`config.mk`:
```
export PLATFORM = sky130hd
export DESIGN_NAME = bp_io_dev_router_flat
export DESIGN_NICKNAME = d
export VERILOG_FILES = /design/src/rtl/bp_common_pkg.sv /design/src/rtl/bp_io_dev_router_if.sv /design/src/rtl/bp_io_dev_decode.sv /design/src/rtl/bp_io_dev_router.sv /design/src/flat_wrapper.sv
export SDC_FILE = /design/constraint.sdc
export NUM_CORES = 1
export LEC_CHECK = 0
export ABC_AREA = 1
export CAP_MARGIN = 5
export CELL_PAD_IN_SITES_DETAIL_PLACEMENT = 0
export CELL_PAD_IN_SITES_GLOBAL_PLACEMENT = 2
export CORE_AREA = 2 2 243 245
export CTS_CLUSTER_SIZE = 25
export DETAILED_ROUTE_END_ITERATION = 7
export DIE_AREA = 0 0 245 247
export PLACE_DENSITY = 0.85
export SLEW_MARGIN = 20
export SYNTH_ARGS = -nofsm -noshare
export SYNTH_HDL_FRONTEND = slang
export SYNTH_SLANG_ARGS = --single-unit
```
`constraint.sdc`:
```
create_clock -name clk_i -period 2.3 [get_ports clk_i]
set_clock_uncertainty 0.05 [all_clocks]
set_input_delay 0.69 -clock clk_i [delete_from_list [all_inputs] [get_ports clk_i]]
set_output_delay 0.69 -clock clk_i [all_outputs]
set_load 0.05 [all_outputs]
```
`src/rtl/bp_common_pkg.sv`:
```
// Common BlackParrot constants and types shared by the tile-local I/O path.
package bp_common_pkg;

  // Device-field layout of a tile-local I/O physical address
  localparam int unsigned bp_dev_id_width_gp     = 4;
  localparam int unsigned bp_dev_offset_width_gp = 20;

  // Tile-local device indices (also the dev_id field value)
  localparam int unsigned boot_dev_gp  = 0;
  localparam int unsigned host_dev_gp  = 1;
  localparam int unsigned cfg_dev_gp   = 2;
  localparam int unsigned clint_dev_gp = 3;
  localparam int unsigned cache_dev_gp = 4;

  // Tile-local device base addresses (addr[23:0])
  localparam logic [23:0] boot_dev_base_addr_gp  = 24'h00_0000;
  localparam logic [23:0] host_dev_base_addr_gp  = 24'h10_0000;
  localparam logic [23:0] cfg_dev_base_addr_gp   = 24'h20_0000;
  localparam logic [23:0] clint_dev_base_addr_gp = 24'h30_0000;
  localparam logic [23:0] cache_dev_base_addr_gp = 24'h40_0000;

  typedef enum logic [1:0] {e_idle, e_send, e_wait, e_resp} bp_io_router_state_e;

endpackage

```
`src/rtl/bp_io_dev_router_if.sv`:
```
// Requester-side uncached I/O request/response bus of the device router.
interface bp_io_dev_router_if #(
  parameter int unsigned paddr_width_p = 40,
  parameter int unsigned data_width_p  = 64
);
  logic                     req_v_i;
  logic                     req_ready_o;
  logic [paddr_width_p-1:0] req_addr_i;
  logic                     req_we_i;
  logic [data_width_p-1:0]  req_data_i;
  logic                     resp_v_o;
  logic                     resp_yumi_i;
  logic [data_width_p-1:0]  resp_data_o;
  logic                     resp_err_o;

  // Router side
  modport slave (
    input  req_v_i, req_addr_i, req_we_i, req_data_i, resp_yumi_i,
    output req_ready_o, resp_v_o, resp_data_o, resp_err_o
  );

  // Core side
  modport master (
    output req_v_i, req_addr_i, req_we_i, req_data_i, resp_yumi_i,
    input  req_ready_o, resp_v_o, resp_data_o, resp_err_o
  );
endinterface

```
`src/rtl/bp_io_dev_decode.sv`:
```
// Combinational tile-local device decode: dev_id = addr[23:20], mapped and one-hot select.
module bp_io_dev_decode
  import bp_common_pkg::*;
#(
  parameter int unsigned paddr_width_p = 40,
  parameter int unsigned num_dev_p     = cache_dev_gp + 1
) (
  input  logic [paddr_width_p-1:0]      addr_i,
  output logic [bp_dev_id_width_gp-1:0] dev_id_c,
  output logic                          mapped_c,
  output logic [num_dev_p-1:0]          sel_c
);

  // Tile bits above the device field and the device offset are not part of routing
  logic unused_addr_bits;
  assign unused_addr_bits = ^{addr_i[paddr_width_p-1:bp_dev_offset_width_gp+bp_dev_id_width_gp],
                              addr_i[bp_dev_offset_width_gp-1:0]};

  assign dev_id_c = addr_i[bp_dev_offset_width_gp +: bp_dev_id_width_gp];
  assign mapped_c = (32'(dev_id_c) < num_dev_p);

  // One-hot device select, all zero when unmapped
  always_comb begin
    sel_c = '0;
    for (int unsigned i = 0; i < num_dev_p; i++) begin
      sel_c[i] = mapped_c && (dev_id_c == bp_dev_id_width_gp'(i));
    end
  end

endmodule

```
`src/rtl/bp_io_dev_router.sv`:
```
// Single-outstanding uncached I/O router from a core to the five tile-local devices.
// Optional: define BP_IO_ROUTER_ERR_COUNT_EN for a saturating error-response counter.
module bp_io_dev_router
  import bp_common_pkg::*;
#(
  parameter int unsigned paddr_width_p    = 40,
  parameter int unsigned data_width_p     = 64,
  parameter int unsigned num_dev_p        = cache_dev_gp + 1,
  parameter int unsigned timeout_cycles_p = 1024
) (
  input  logic                                  clk_i,
  input  logic                                  reset_n_i,
  bp_io_dev_router_if.slave                     io,
  output logic [num_dev_p-1:0]                  dev_v_o,
  input  logic [num_dev_p-1:0]                  dev_ready_i,
  output logic [bp_dev_offset_width_gp-1:0]     dev_addr_o,
  output logic                                  dev_we_o,
  output logic [data_width_p-1:0]               dev_data_o,
  input  logic [num_dev_p-1:0]                  dev_resp_v_i,
  input  logic [num_dev_p*data_width_p-1:0]     dev_resp_data_i,
  output logic [num_dev_p-1:0]                  dev_resp_ready_o,
  output logic [15:0]                           err_count_o
);

  localparam int unsigned cnt_width_lp = $clog2(timeout_cycles_p);
  localparam logic [cnt_width_lp-1:0] cnt_max_lp = cnt_width_lp'(timeout_cycles_p - 1);

  bp_io_router_state_e state_q, state_d;

  logic                              req_ready_q, req_ready_d;
  logic                              resp_v_q, resp_v_d;
  logic                              resp_err_q, resp_err_d;
  logic [data_width_p-1:0]           resp_data_q, resp_data_d;
  logic [num_dev_p-1:0]              dev_v_q, dev_v_d;
  logic [num_dev_p-1:0]              sel_q, sel_d;
  logic [bp_dev_id_width_gp-1:0]     dev_id_q, dev_id_d;
  logic [bp_dev_offset_width_gp-1:0] addr_q, addr_d;
  logic                              we_q, we_d;
  logic [data_width_p-1:0]           data_q, data_d;
  logic [cnt_width_lp-1:0]           cnt_q, cnt_d;

  logic [bp_dev_id_width_gp-1:0]     dec_dev_id;
  logic                              dec_mapped;
  logic [num_dev_p-1:0]              dec_sel;
  logic [data_width_p-1:0]           resp_slice;

  bp_io_dev_decode #(
    .paddr_width_p (paddr_width_p),
    .num_dev_p     (num_dev_p)
  ) u_decode (
    .addr_i   (io.req_addr_i),
    .dev_id_c (dec_dev_id),
    .mapped_c (dec_mapped),
    .sel_c    (dec_sel)
  );

  // Select the response data slice of the device currently being served
  always_comb begin
    resp_slice = '0;
    for (int unsigned i = 0; i < num_dev_p; i++) begin
      if (dev_id_q == bp_dev_id_width_gp'(i)) begin
        resp_slice = dev_resp_data_i[i*data_width_p +: data_width_p];
      end
    end
  end

  // Next-state and registered-output computation
  always_comb begin
    state_d     = state_q;
    sel_d       = sel_q;
    dev_id_d    = dev_id_q;
    addr_d      = addr_q;
    we_d        = we_q;
    data_d      = data_q;
    cnt_d       = cnt_q;
    resp_err_d  = resp_err_q;
    resp_data_d = resp_data_q;

    case (state_q)
      e_idle: begin
        if (io.req_v_i && req_ready_q) begin
          sel_d    = dec_sel;
          dev_id_d = dec_dev_id;
          addr_d   = io.req_addr_i[bp_dev_offset_width_gp-1:0];
          we_d     = io.req_we_i;
          data_d   = io.req_data_i;
          if (dec_mapped) begin
            state_d = e_send;
          end else begin
            state_d     = e_resp;
            resp_err_d  = 1'b1;
            resp_data_d = '0;
          end
        end
      end
      e_send: begin
        if (|(dev_ready_i & sel_q)) begin
          state_d = e_wait;
          cnt_d   = '0;
        end
      end
      e_wait: begin
        // A response on the expiry cycle takes priority over the timeout
        if (|(dev_resp_v_i & sel_q)) begin
          state_d     = e_resp;
          resp_err_d  = 1'b0;
          resp_data_d = resp_slice;
        end else if (cnt_q == cnt_max_lp) begin
          state_d     = e_resp;
          resp_err_d  = 1'b1;
          resp_data_d = '0;
        end else begin
          cnt_d = cnt_q + cnt_width_lp'(1);
        end
      end
      e_resp: begin
        if (io.resp_yumi_i) begin
          state_d = e_idle;
        end
      end
      default: state_d = e_idle;
    endcase

    req_ready_d = (state_d == e_idle);
    resp_v_d    = (state_d == e_resp);
    dev_v_d     = (state_d == e_send) ? sel_d : '0;
  end

  // State and output registers
  always_ff @(posedge clk_i or negedge reset_n_i) begin
    if (!reset_n_i) begin
      state_q     <= e_idle;
      req_ready_q <= 1'b0;
      resp_v_q    <= 1'b0;
      resp_err_q  <= 1'b0;
      resp_data_q <= '0;
      dev_v_q     <= '0;
      sel_q       <= '0;
      dev_id_q    <= '0;
      addr_q      <= '0;
      we_q        <= 1'b0;
      data_q      <= '0;
      cnt_q       <= '0;
    end else begin
      state_q     <= state_d;
      req_ready_q <= req_ready_d;
      resp_v_q    <= resp_v_d;
      resp_err_q  <= resp_err_d;
      resp_data_q <= resp_data_d;
      dev_v_q     <= dev_v_d;
      sel_q       <= sel_d;
      dev_id_q    <= dev_id_d;
      addr_q      <= addr_d;
      we_q        <= we_d;
      data_q      <= data_d;
      cnt_q       <= cnt_d;
    end
  end

`ifdef BP_IO_ROUTER_ERR_COUNT_EN
  logic [15:0] err_count_q, err_count_d;

  // Count entries into an error response, saturating at all-ones
  always_comb begin
    err_count_d = err_count_q;
    if ((state_q != e_resp) && (state_d == e_resp) && resp_err_d && (err_count_q != 16'hFFFF)) begin
      err_count_d = err_count_q + 16'd1;
    end
  end

  // Error counter register
  always_ff @(posedge clk_i or negedge reset_n_i) begin
    if (!reset_n_i) begin
      err_count_q <= '0;
    end else begin
      err_count_q <= err_count_d;
    end
  end

  assign err_count_o = err_count_q;
`else
  assign err_count_o = '0;
`endif

  // Non-selected devices and stray late responses are always drained
  assign dev_resp_ready_o = {num_dev_p{1'b1}};

  assign io.req_ready_o = req_ready_q;
  assign io.resp_v_o    = resp_v_q;
  assign io.resp_err_o  = resp_err_q;
  assign io.resp_data_o = resp_data_q;
  assign dev_v_o        = dev_v_q;
  assign dev_addr_o     = addr_q;
  assign dev_we_o       = we_q;
  assign dev_data_o     = data_q;

endmodule

```
`src/flat_wrapper.sv`:
```
// flat-port wrapper written by rule: the top's interface ports become plain ports
module bp_io_dev_router_flat import bp_common_pkg::*;
#(
  parameter int unsigned paddr_width_p    = 40,
  parameter int unsigned data_width_p     = 64,
  parameter int unsigned num_dev_p        = cache_dev_gp + 1,
  parameter int unsigned timeout_cycles_p = 1024
)
  (clk_i, reset_n_i, dev_v_o, dev_ready_i, dev_addr_o, dev_we_o, dev_data_o, dev_resp_v_i, dev_resp_data_i, dev_resp_ready_o, err_count_o, io_req_v_i, io_req_addr_i, io_req_we_i, io_req_data_i, io_resp_yumi_i, io_req_ready_o, io_resp_v_o, io_resp_data_o, io_resp_err_o);
  bp_io_dev_router_if #(.paddr_width_p(paddr_width_p), .data_width_p(data_width_p)) io_i ();
  input  logic clk_i;
  input  logic reset_n_i;
  output logic [num_dev_p-1:0] dev_v_o;
  input  logic [num_dev_p-1:0] dev_ready_i;
  output logic [bp_dev_offset_width_gp-1:0] dev_addr_o;
  output logic dev_we_o;
  output logic [data_width_p-1:0] dev_data_o;
  input  logic [num_dev_p-1:0] dev_resp_v_i;
  input  logic [num_dev_p*data_width_p-1:0] dev_resp_data_i;
  output logic [num_dev_p-1:0] dev_resp_ready_o;
  output logic [15:0] err_count_o;
  input wire logic [$bits(io_i.req_v_i)-1:0] io_req_v_i;
  input wire logic [$bits(io_i.req_addr_i)-1:0] io_req_addr_i;
  input wire logic [$bits(io_i.req_we_i)-1:0] io_req_we_i;
  input wire logic [$bits(io_i.req_data_i)-1:0] io_req_data_i;
  input wire logic [$bits(io_i.resp_yumi_i)-1:0] io_resp_yumi_i;
  output wire logic [$bits(io_i.req_ready_o)-1:0] io_req_ready_o;
  output wire logic [$bits(io_i.resp_v_o)-1:0] io_resp_v_o;
  output wire logic [$bits(io_i.resp_data_o)-1:0] io_resp_data_o;
  output wire logic [$bits(io_i.resp_err_o)-1:0] io_resp_err_o;
  assign io_i.req_v_i = io_req_v_i;
  assign io_i.req_addr_i = io_req_addr_i;
  assign io_i.req_we_i = io_req_we_i;
  assign io_i.req_data_i = io_req_data_i;
  assign io_i.resp_yumi_i = io_resp_yumi_i;
  assign io_req_ready_o = io_i.req_ready_o;
  assign io_resp_v_o = io_i.resp_v_o;
  assign io_resp_data_o = io_i.resp_data_o;
  assign io_resp_err_o = io_i.resp_err_o;
  bp_io_dev_router #(.paddr_width_p(paddr_width_p), .data_width_p(data_width_p), .num_dev_p(num_dev_p), .timeout_cycles_p(timeout_cycles_p)) u_core (.clk_i(clk_i), .reset_n_i(reset_n_i), .io(io_i), .dev_v_o(dev_v_o), .dev_ready_i(dev_ready_i), .dev_addr_o(dev_addr_o), .dev_we_o(dev_we_o), .dev_data_o(dev_data_o), .dev_resp_v_i(dev_resp_v_i), .dev_resp_data_i(dev_resp_data_i), .dev_resp_ready_o(dev_resp_ready_o), .err_count_o(err_count_o));
endmodule
```
==> results by group, run 1 <==
CTS
  – Clock latency reported for the late side of the worst-skew pair: around 0.48 ns
  – Number of resized instances in the post-cts repair step: 80
  – Number of setup buffers added after CTS: 0
  – Root buffer cell: clkbuf_16
  – CTS clock-pin slew for the worst setup and hold paths: 0.08 ns
  – Longest Clk Path Bufs: 2
  – Cts bufs inserted: 17
  – CTS Sinks: 178
  – H-Tree Level Count: 4
  – Clock tree from TritonCTS: built
  – Hold-fix buffers at CTS: 0

Logic synthesis
  – Number of warnings printed during yosys synthesis: 0
  – Asr flop ratio synth: 100.0%
  – Leading cell type by number of instances after synthesis: nand2_1
  – Count of mapped cells out of synthesis: 1,486
  – Synth unique cells: 28
  – Ranking of synthesized cells by area: dfrtp_1 43%, nand2_1 20%, nand4_1 8.0%
  – Cell type contributing the most total cell area after synthesis: dfrtp_1
  – Area of the mapped netlist: 0.01024 mm^2
  – Number of enable-type register cells in the synthesized netlist: 0
  – Area share of the leading cell type in the synthesized netlist: 43.48%
  – Register bit total from synthesis: approximately 180
  – Most instantiated cells after synthesis: 541 x nand2_1, 178 x dfrtp_1, 159 x nor2_1, 151 x inv_1, 131 x nand4_1
  – Flip-flop cell with the highest count after synthesis: dfrtp_1
  – Per-instance average area after synthesis: 6.893 um^2
  – Sequential share of the synthesized area: between 40% and 50%

Timing
  – Final setup violation count: 0
  – Final worst-path cycle share: 92.79%
  – Minimum hold slack: 0.05221 ns
  – Final Slew Violations: 0
  – Actual transition at the worst max-transition pin: roughly 0.64 ns
  – Minimum clock period after layout: approximately 2.1 ns
  – Setup TNS Final: 0 ns
  – Setup repair after global routing missed its margin: no
  – Max Clk Rate: 468.6 MHz
  – Worst slew margin relative to its limit: between 50% and 60%
  – Hold Fails Final Rpt: 0
  – Smallest setup slack after layout: around 0.17 ns

Critical path
  – Worst endpoint data arrival time: about 1.4 ns
  – Cell-by-cell listing of the critical path: dlygate4sd2_1
  – Critical Setup Path Class: reg2out
  – Slowest stage delay, CP: around 0.55 ns
  – Worst Path Required: 1.56 ns
  – Kind of cell adding the most delay to the critical path: buffers and inverters
  – Nature of the critical path endpoint: output port
  – Highest-delay cell along the critical path: dlygate4sd2_1
  – Reg-to-reg setup timing slack: 0.26 ns
  – Largest fanout on the critical path: 2
  – Buffering stage count on the worst path with inverters included: 1
  – Kind of launch point of the worst setup path: register

Drt
  – Remaining routing DRC violations: 0
  – Post-DRT Antenna Nets: 0
  – Detailed-route wire length per cell: 17.48 um
  – Vias per Instance: 4.123
  – Via count of the routed design: 11,700
  – Total wire length after detailed routing: 49,630 um
  – Total iterations of the first detailed-routing run: 5
  – Initial detailed-routing violation count: 644

Flow run
  – Max-capacitance violation count: 0

Floorplan
  – Total die area: 0.06052 mm^2
  – Initial cell density of the core: 17.59%
  – Die Ht: ~250 um
  – Die X: 245 um
  – Number of placed I/O pins: 617
  – Core Box Area: just under 0.06 mm^2
  – Placement Rows: 89

Global routing
  – Global-route usage over all layers: roughly 16%
  – Global-route wire length before repair: 72,780 um
  – Initial antenna violation count: 6
  – Leftover overflow at the end of global routing: 0
  – Pin count of the biggest net entering global routing: 103
  – Via count of the first global-routing pass: 11,990

Cells and area
  – Total area of multi-input combinational cells: 0.004713 mm^2
  – Area growth from synthesis to layout: 72.33%
  – Proportion of layout cells with a drive suffix above 1: a little over a tenth
  – Filler Cell Count: around 6,300
  – Sequential cell area: 0.004458 mm^2
  – Nets: 2,488

Placed design
  – Sum of net half-perimeters after detailed placement: 36,840 um
  – Final Wtd Congestion: 0.8373
  – Setup slack at placement: -0.06735 ns
  – Port bufs: 579

Pwr
  – Peak VDD IR: 0.001138 V
  – Leakage dissipation: 8.688 nW
  – Power per unit of standard cell area: 1277 mW/mm^2
  – Total design power: approximately 23 mW

Worst hold path
  – Type of the tightest min-delay check: in2async

Outcome
  – Run status: finished clean
per-stage QoR:
step	cell area [um^2]	util [%]	cells
2_1_floorplan	10310	-	1505
4_1_cts	17640	30.29	2834
3_5_place_dp	17140	29.43	2802
6_report	17650	30.31	2839
3_3_place_gp	17140	29.43	2802
5_1_grt	17640	30.29	2835
state kept, by name, indices dropped and copies added (netlist names), 2 cells and up:
register,cells
u_core.sel_q,5
u_core.cnt_q,10
u_core.dev_addr_o,20
u_core.state_q,2
u_core.dev_id_q,4
u_core.dev_v_o,5
u_core.dev_data_o,64
u_core.io.resp_data_o,64
path summary, 6_finish.rpt:
| path | startpoint | end | cells after the start |
|---|---|---|---|
| setup / recovery | u_core.dev_addr_o[6] | dev_addr_o[6] | 1 |
| hold / removal | reset_n_i | u_core.io.resp_data_o[34] | 1 |
| setup reg to reg | u_core.dev_id_q[0] | u_core.io.resp_data_o[35] | 7 |
| hold reg to reg | u_core.io.resp_data_o[29] | u_core.io.resp_data_o[29] | 2 |
| max in group asynchronous | reset_n_i | u_core.dev_data_o[24] | 2 |
| min in group clk_i | u_core.io.resp_data_o[29] | u_core.io.resp_data_o[29] | 2 |
routing by layer:
layer	up-vias	wire length [um]	track usage, %
li1	5770	-	-
met1	5413	20700	19.12
met2	471	23430	26.75
met3	48	4592	6.013
met4	2	881	4.932
met5	-	13	0
power by group:
part           leakage [nW]  switching [mW]  internal (mW)
clock                 0.292            1.53           1.58
combinational          6.08            9.90           4.39
sequential             2.31           0.800           4.35
total                  8.69            12.2           10.3
cells by family (layout without fill, tap and decap cells):
logic type	count (synthesis)	count (layout)	synth area share [%]
AOI/OAI and AO/OA	82	82	4.129
xor gates and xnor gates	7	7	0.5985
adders and majority gates	1	1	0.1221
buffers and inverters	271	827	11.77
DFF	178	178	43.48
other	2	26	0.07331
and+or+nand+nor	945	945	39.82
final cells by class:
type,count,area share (%)
antenna,5,0.07088
timing repair buffer,641,35.81
multi-input combinational,1056,26.70
clock buffer,19,2.509
inverter,154,3.274
clock inverter,13,0.9001
tap,773,5.479
sequential,178,25.25
cells in the final DEF, fill, tap and decap left out, drive strengths merged, types with 2 or more instances in the layout:
cell             n
nand2          572
clkdlybuf4s50  421
dfrtp          178
inv            162
nor2           159
buf            139
nand4          131
dlygate4sd2     80
nand3           77
o21ai           75
conb            21
clkbuf          20
xor2             6
diode            5
clkinv           3
nor3             2
nand3b           2
o22ai            2
Note: power is estimated with default switching activity, not from simulation.
==> run 2: changes to the inputs <==
--- a/config.mk
+++ b/config.mk
@@ -7,13 +7,11 @@
 export LEC_CHECK = 0
 export ABC_AREA = 1
 export CAP_MARGIN = 5
-export CELL_PAD_IN_SITES_DETAIL_PLACEMENT = 0
-export CELL_PAD_IN_SITES_GLOBAL_PLACEMENT = 2
-export CORE_AREA = 2 2 243 245
+export CORE_AREA = 2 2 238 240
 export CTS_CLUSTER_SIZE = 25
 export DETAILED_ROUTE_END_ITERATION = 7
-export DIE_AREA = 0 0 245 247
-export PLACE_DENSITY = 0.85
+export DIE_AREA = 0 0 240 242
+export PLACE_DENSITY = 0.53
 export SLEW_MARGIN = 20
 export SYNTH_ARGS = -nofsm -noshare
 export SYNTH_HDL_FRONTEND = slang
==> run 2 against run 1 <==
Effect of this change: critical endpoint is now dev_data_o[23]; core utilization grew 0.88 points; register-to-register slack worse by 0.08 ns; sequential power hardly changed; global-route usage is 0.18 points higher; maximum frequency is essentially flat; critical path type unchanged; combinational power about the same; setup slack improved by 0.00096 ns.
==> results by group, run 2 (synthesized netlist as in run 1, its figures left out) <==
Cells and area
  – Most common library cell in the layout ignoring fill and taps: nand2_1 (unchanged)
  – Most frequent cells in the layout: 539 x nand2_1, 421 x clkdlybuf4s50_1, 177 x dfrtp_1 (unchanged)
  – Area growth from synthesis to layout: 69.73% (was 72.33%)
  – Final std cell area, no fill: 0.01739 mm^2 (was 0.01765 mm^2)
  – Nets: 2,470 (was 2,488)
  – Number of standard cells in the layout, taps in and fillers out: 2,800 (was 2,839)
  – Proportion of layout cells with a drive suffix above 1: 9.349% (was 10.43%)

Pwr
  – Power per unit of standard cell area: 1280 mW/mm^2 (was 1277 mW/mm^2)
  – Peak VDD IR: 0.0006948 V (was 0.001138 V)
  – Leakage dissipation: 8.569 nW (was 8.688 nW)

Floorplan
  – Initial cell density of the core: 18.38% (was 17.59%)
  – Die Ht: 242 um (was 247 um)
  – Die X: 240 um (was 245 um)
  – Number of placed I/O pins: 617 (unchanged)
  – Core Box Area: 0.05573 mm^2 (was 0.05824 mm^2)
  – Total die area: 0.05808 mm^2 (was 0.06052 mm^2)
  – Placement Rows: 87 (was 89)

CTS
  – Number of setup buffers added after CTS: 0 (unchanged)
  – Longest Clk Path Bufs: 2 (unchanged)
  – Hold-fix buffers at CTS: 0 (unchanged)
  – CTS Sinks: 178 (unchanged)
  – Clock latency reported for the late side of the worst-skew pair: 0.48 ns (about the same)
  – Cts bufs inserted: 17 (unchanged)
  – Root buffer cell: clkbuf_16 (unchanged)
  – Number of resized instances in the post-cts repair step: 86 (was 80)
  – CTS clock-pin slew for the worst setup and hold paths: 0.08 ns (about the same)
  – Clock tree from TritonCTS: built (unchanged)
  – H-Tree Level Count: 4 (unchanged)

Critical path
  – Kind of launch point of the worst setup path: register (unchanged)
  – Worst R2R End: u_core.io.resp_data_o[35] (unchanged)
  – Nature of the critical path endpoint: output port (unchanged)
  – Worst endpoint data arrival time: 1.39 ns (about the same)
  – Buffering stage count on the worst path with inverters included: 1 (unchanged)
  – Depth of the worst register-to-register path: 8 (was 7)
  – Reg-to-reg setup timing slack: 0.18 ns (was 0.26 ns)
  – Largest fanout on the critical path: 2 (unchanged)
  – Startpoint of the worst-slack reg-to-reg timing path: u_core.dev_id_q[1] (was u_core.dev_id_q[0])
  – Cell-by-cell listing of the critical path: dlygate4sd2_1 (unchanged)
  – Worst Path Required: 1.56 ns (about the same)
  – Critical Setup Path Class: reg2out (unchanged)
  – Highest-delay cell along the critical path: dlygate4sd2_1 (unchanged)
  – Slowest stage delay, CP: 0.54 ns (was 0.55 ns)
  – Kind of cell adding the most delay to the critical path: buffers and inverters (unchanged)

Drt
  – Initial detailed-routing violation count: 432 (was 644)
  – Detailed-route wire length per cell: 17.24 um (was 17.48 um)
  – Total iterations of the first detailed-routing run: 5 (unchanged)
  – Via count of the routed design: 11,860 (was 11,700)
  – Post-DRT Antenna Nets: 0 (unchanged)
  – Vias per Instance: 4.235 (was 4.123)
  – Remaining routing DRC violations: 0 (unchanged)
  – Total wire length after detailed routing: 48,260 um (was 49,630 um)

Flow run
  – Max-capacitance violation count: 0 (unchanged)

Timing
  – Max Clk Rate: 468.8 MHz (was 468.6 MHz)
  – Final worst-path cycle share: 92.75% (was 92.79%)
  – Worst slew margin relative to its limit: 61.18% (was 57.57%)
  – Hold Fails Final Rpt: 0 (unchanged)
  – Actual transition at the worst max-transition pin: 0.5822 ns (was 0.6365 ns)
  – Setup repair after global routing missed its margin: no (unchanged)
  – Final setup violation count: 0 (unchanged)
  – Minimum clock period after layout: 2.133 ns (was 2.134 ns)
  – Final Slew Violations: 0 (unchanged)

Outcome
  – Run status: finished clean (unchanged)

Global routing
  – Leftover overflow at the end of global routing: 0 (unchanged)
  – Global-route usage over all layers: 16.23% (was 16.05%)
  – Global-route wire length before repair: 71,460 um (was 72,780 um)
  – Via count of the first global-routing pass: 12,080 (was 11,990)
  – Pin count of the biggest net entering global routing: 80 (was 103)
  – Initial antenna violation count: 1 (was 6)

Placed design
  – Sum of net half-perimeters after detailed placement: 35,300 um (was 36,840 um)
  – Port bufs: 579 (unchanged)
  – Placed insts: 2,767 (was 2,802)
  – Placed Instance Area: 0.01691 mm^2 (was 0.01714 mm^2)
  – Final Wtd Congestion: 0.8485 (was 0.8373)

Worst hold path
  – Type of the tightest min-delay check: in2async (unchanged)
## run 2: area by class of cell
class,instances,area (um^2)
antenna,1,2.502
clock buffer,19,442.9
clock inverter,13,137.6
fill,6122,38350
inverter,154,579.3
multi-input combinational,1056,4713
sequential,178,4458
tap,756,945.9
timing repair buffer,623,6107
## run 2: per-stage QoR
| step | power (mW) | hold WS (ns) | TNS (ns) | util (%) | setup slack (ns) |
|---|---|---|---|---|---|
| 2_1_floorplan | 14.03 | 0.3444 | 0 | - | 0.4482 |
| 3_3_place_gp | 19.86 | 0.4069 | -11.14 | 30.34 | -0.1835 |
| 3_5_place_dp | 19.97 | 0.4087 | -14.46 | 30.34 | -0.2264 |
| 4_1_cts | 22.67 | 0.04607 | 0 | 31.19 | 0.09703 |
| 5_1_grt | 23.85 | 0.06344 | 0 | 31.20 | 0.01656 |
| 6_report | 22.26 | 0.07290 | 0 | 31.20 | 0.1668 |
## run 2: power breakdown
part,switching [mW],internal [mW]
clock,1.50,1.48
sequential,0.774,4.34
combinational,9.92,4.24
## run 2: worst max-delay path by stage
stage                     startpoint                         to  cells past startpoint
3_3_place_gp         dev_resp_v_i[1]  u_core.io.resp_data_o[33]                      9
3_5_place_dp         dev_resp_v_i[1]  u_core.io.resp_data_o[28]                      9
5_1_grt           u_core.dev_id_q[1]  u_core.io.resp_data_o[62]                      7
2_1_floorplan             io_req_v_i       u_core.dev_addr_o[0]                      8
6_report       u_core.dev_data_o[23]             dev_data_o[23]                      1
4_1_cts        u_core.dev_addr_o[18]             dev_addr_o[18]                      1
## run 2: metal layers
metal / up-vias / wire length [um] / GRT usage, %
li1: 5728 / - / -
met1: 5570 / 19390 / 18.84
met2: 508 / 23020 / 27.28
met3: 52 / 4719 / 5.891
met4: 0 / 1139 / 5.846
met5: - / 0 / 0
==> run 3: changes to the inputs <==
--- a/config.mk
+++ b/config.mk
@@ -8,6 +8,7 @@
 export ABC_AREA = 1
 export CAP_MARGIN = 5
 export CORE_AREA = 2 2 238 240
+export CTS_CLUSTER_DIAMETER = 50
 export CTS_CLUSTER_SIZE = 25
 export DETAILED_ROUTE_END_ITERATION = 7
 export DIE_AREA = 0 0 240 242
==> results of run 3 <==
No change in the layout: final DEF, timing and power equal those of run 2.
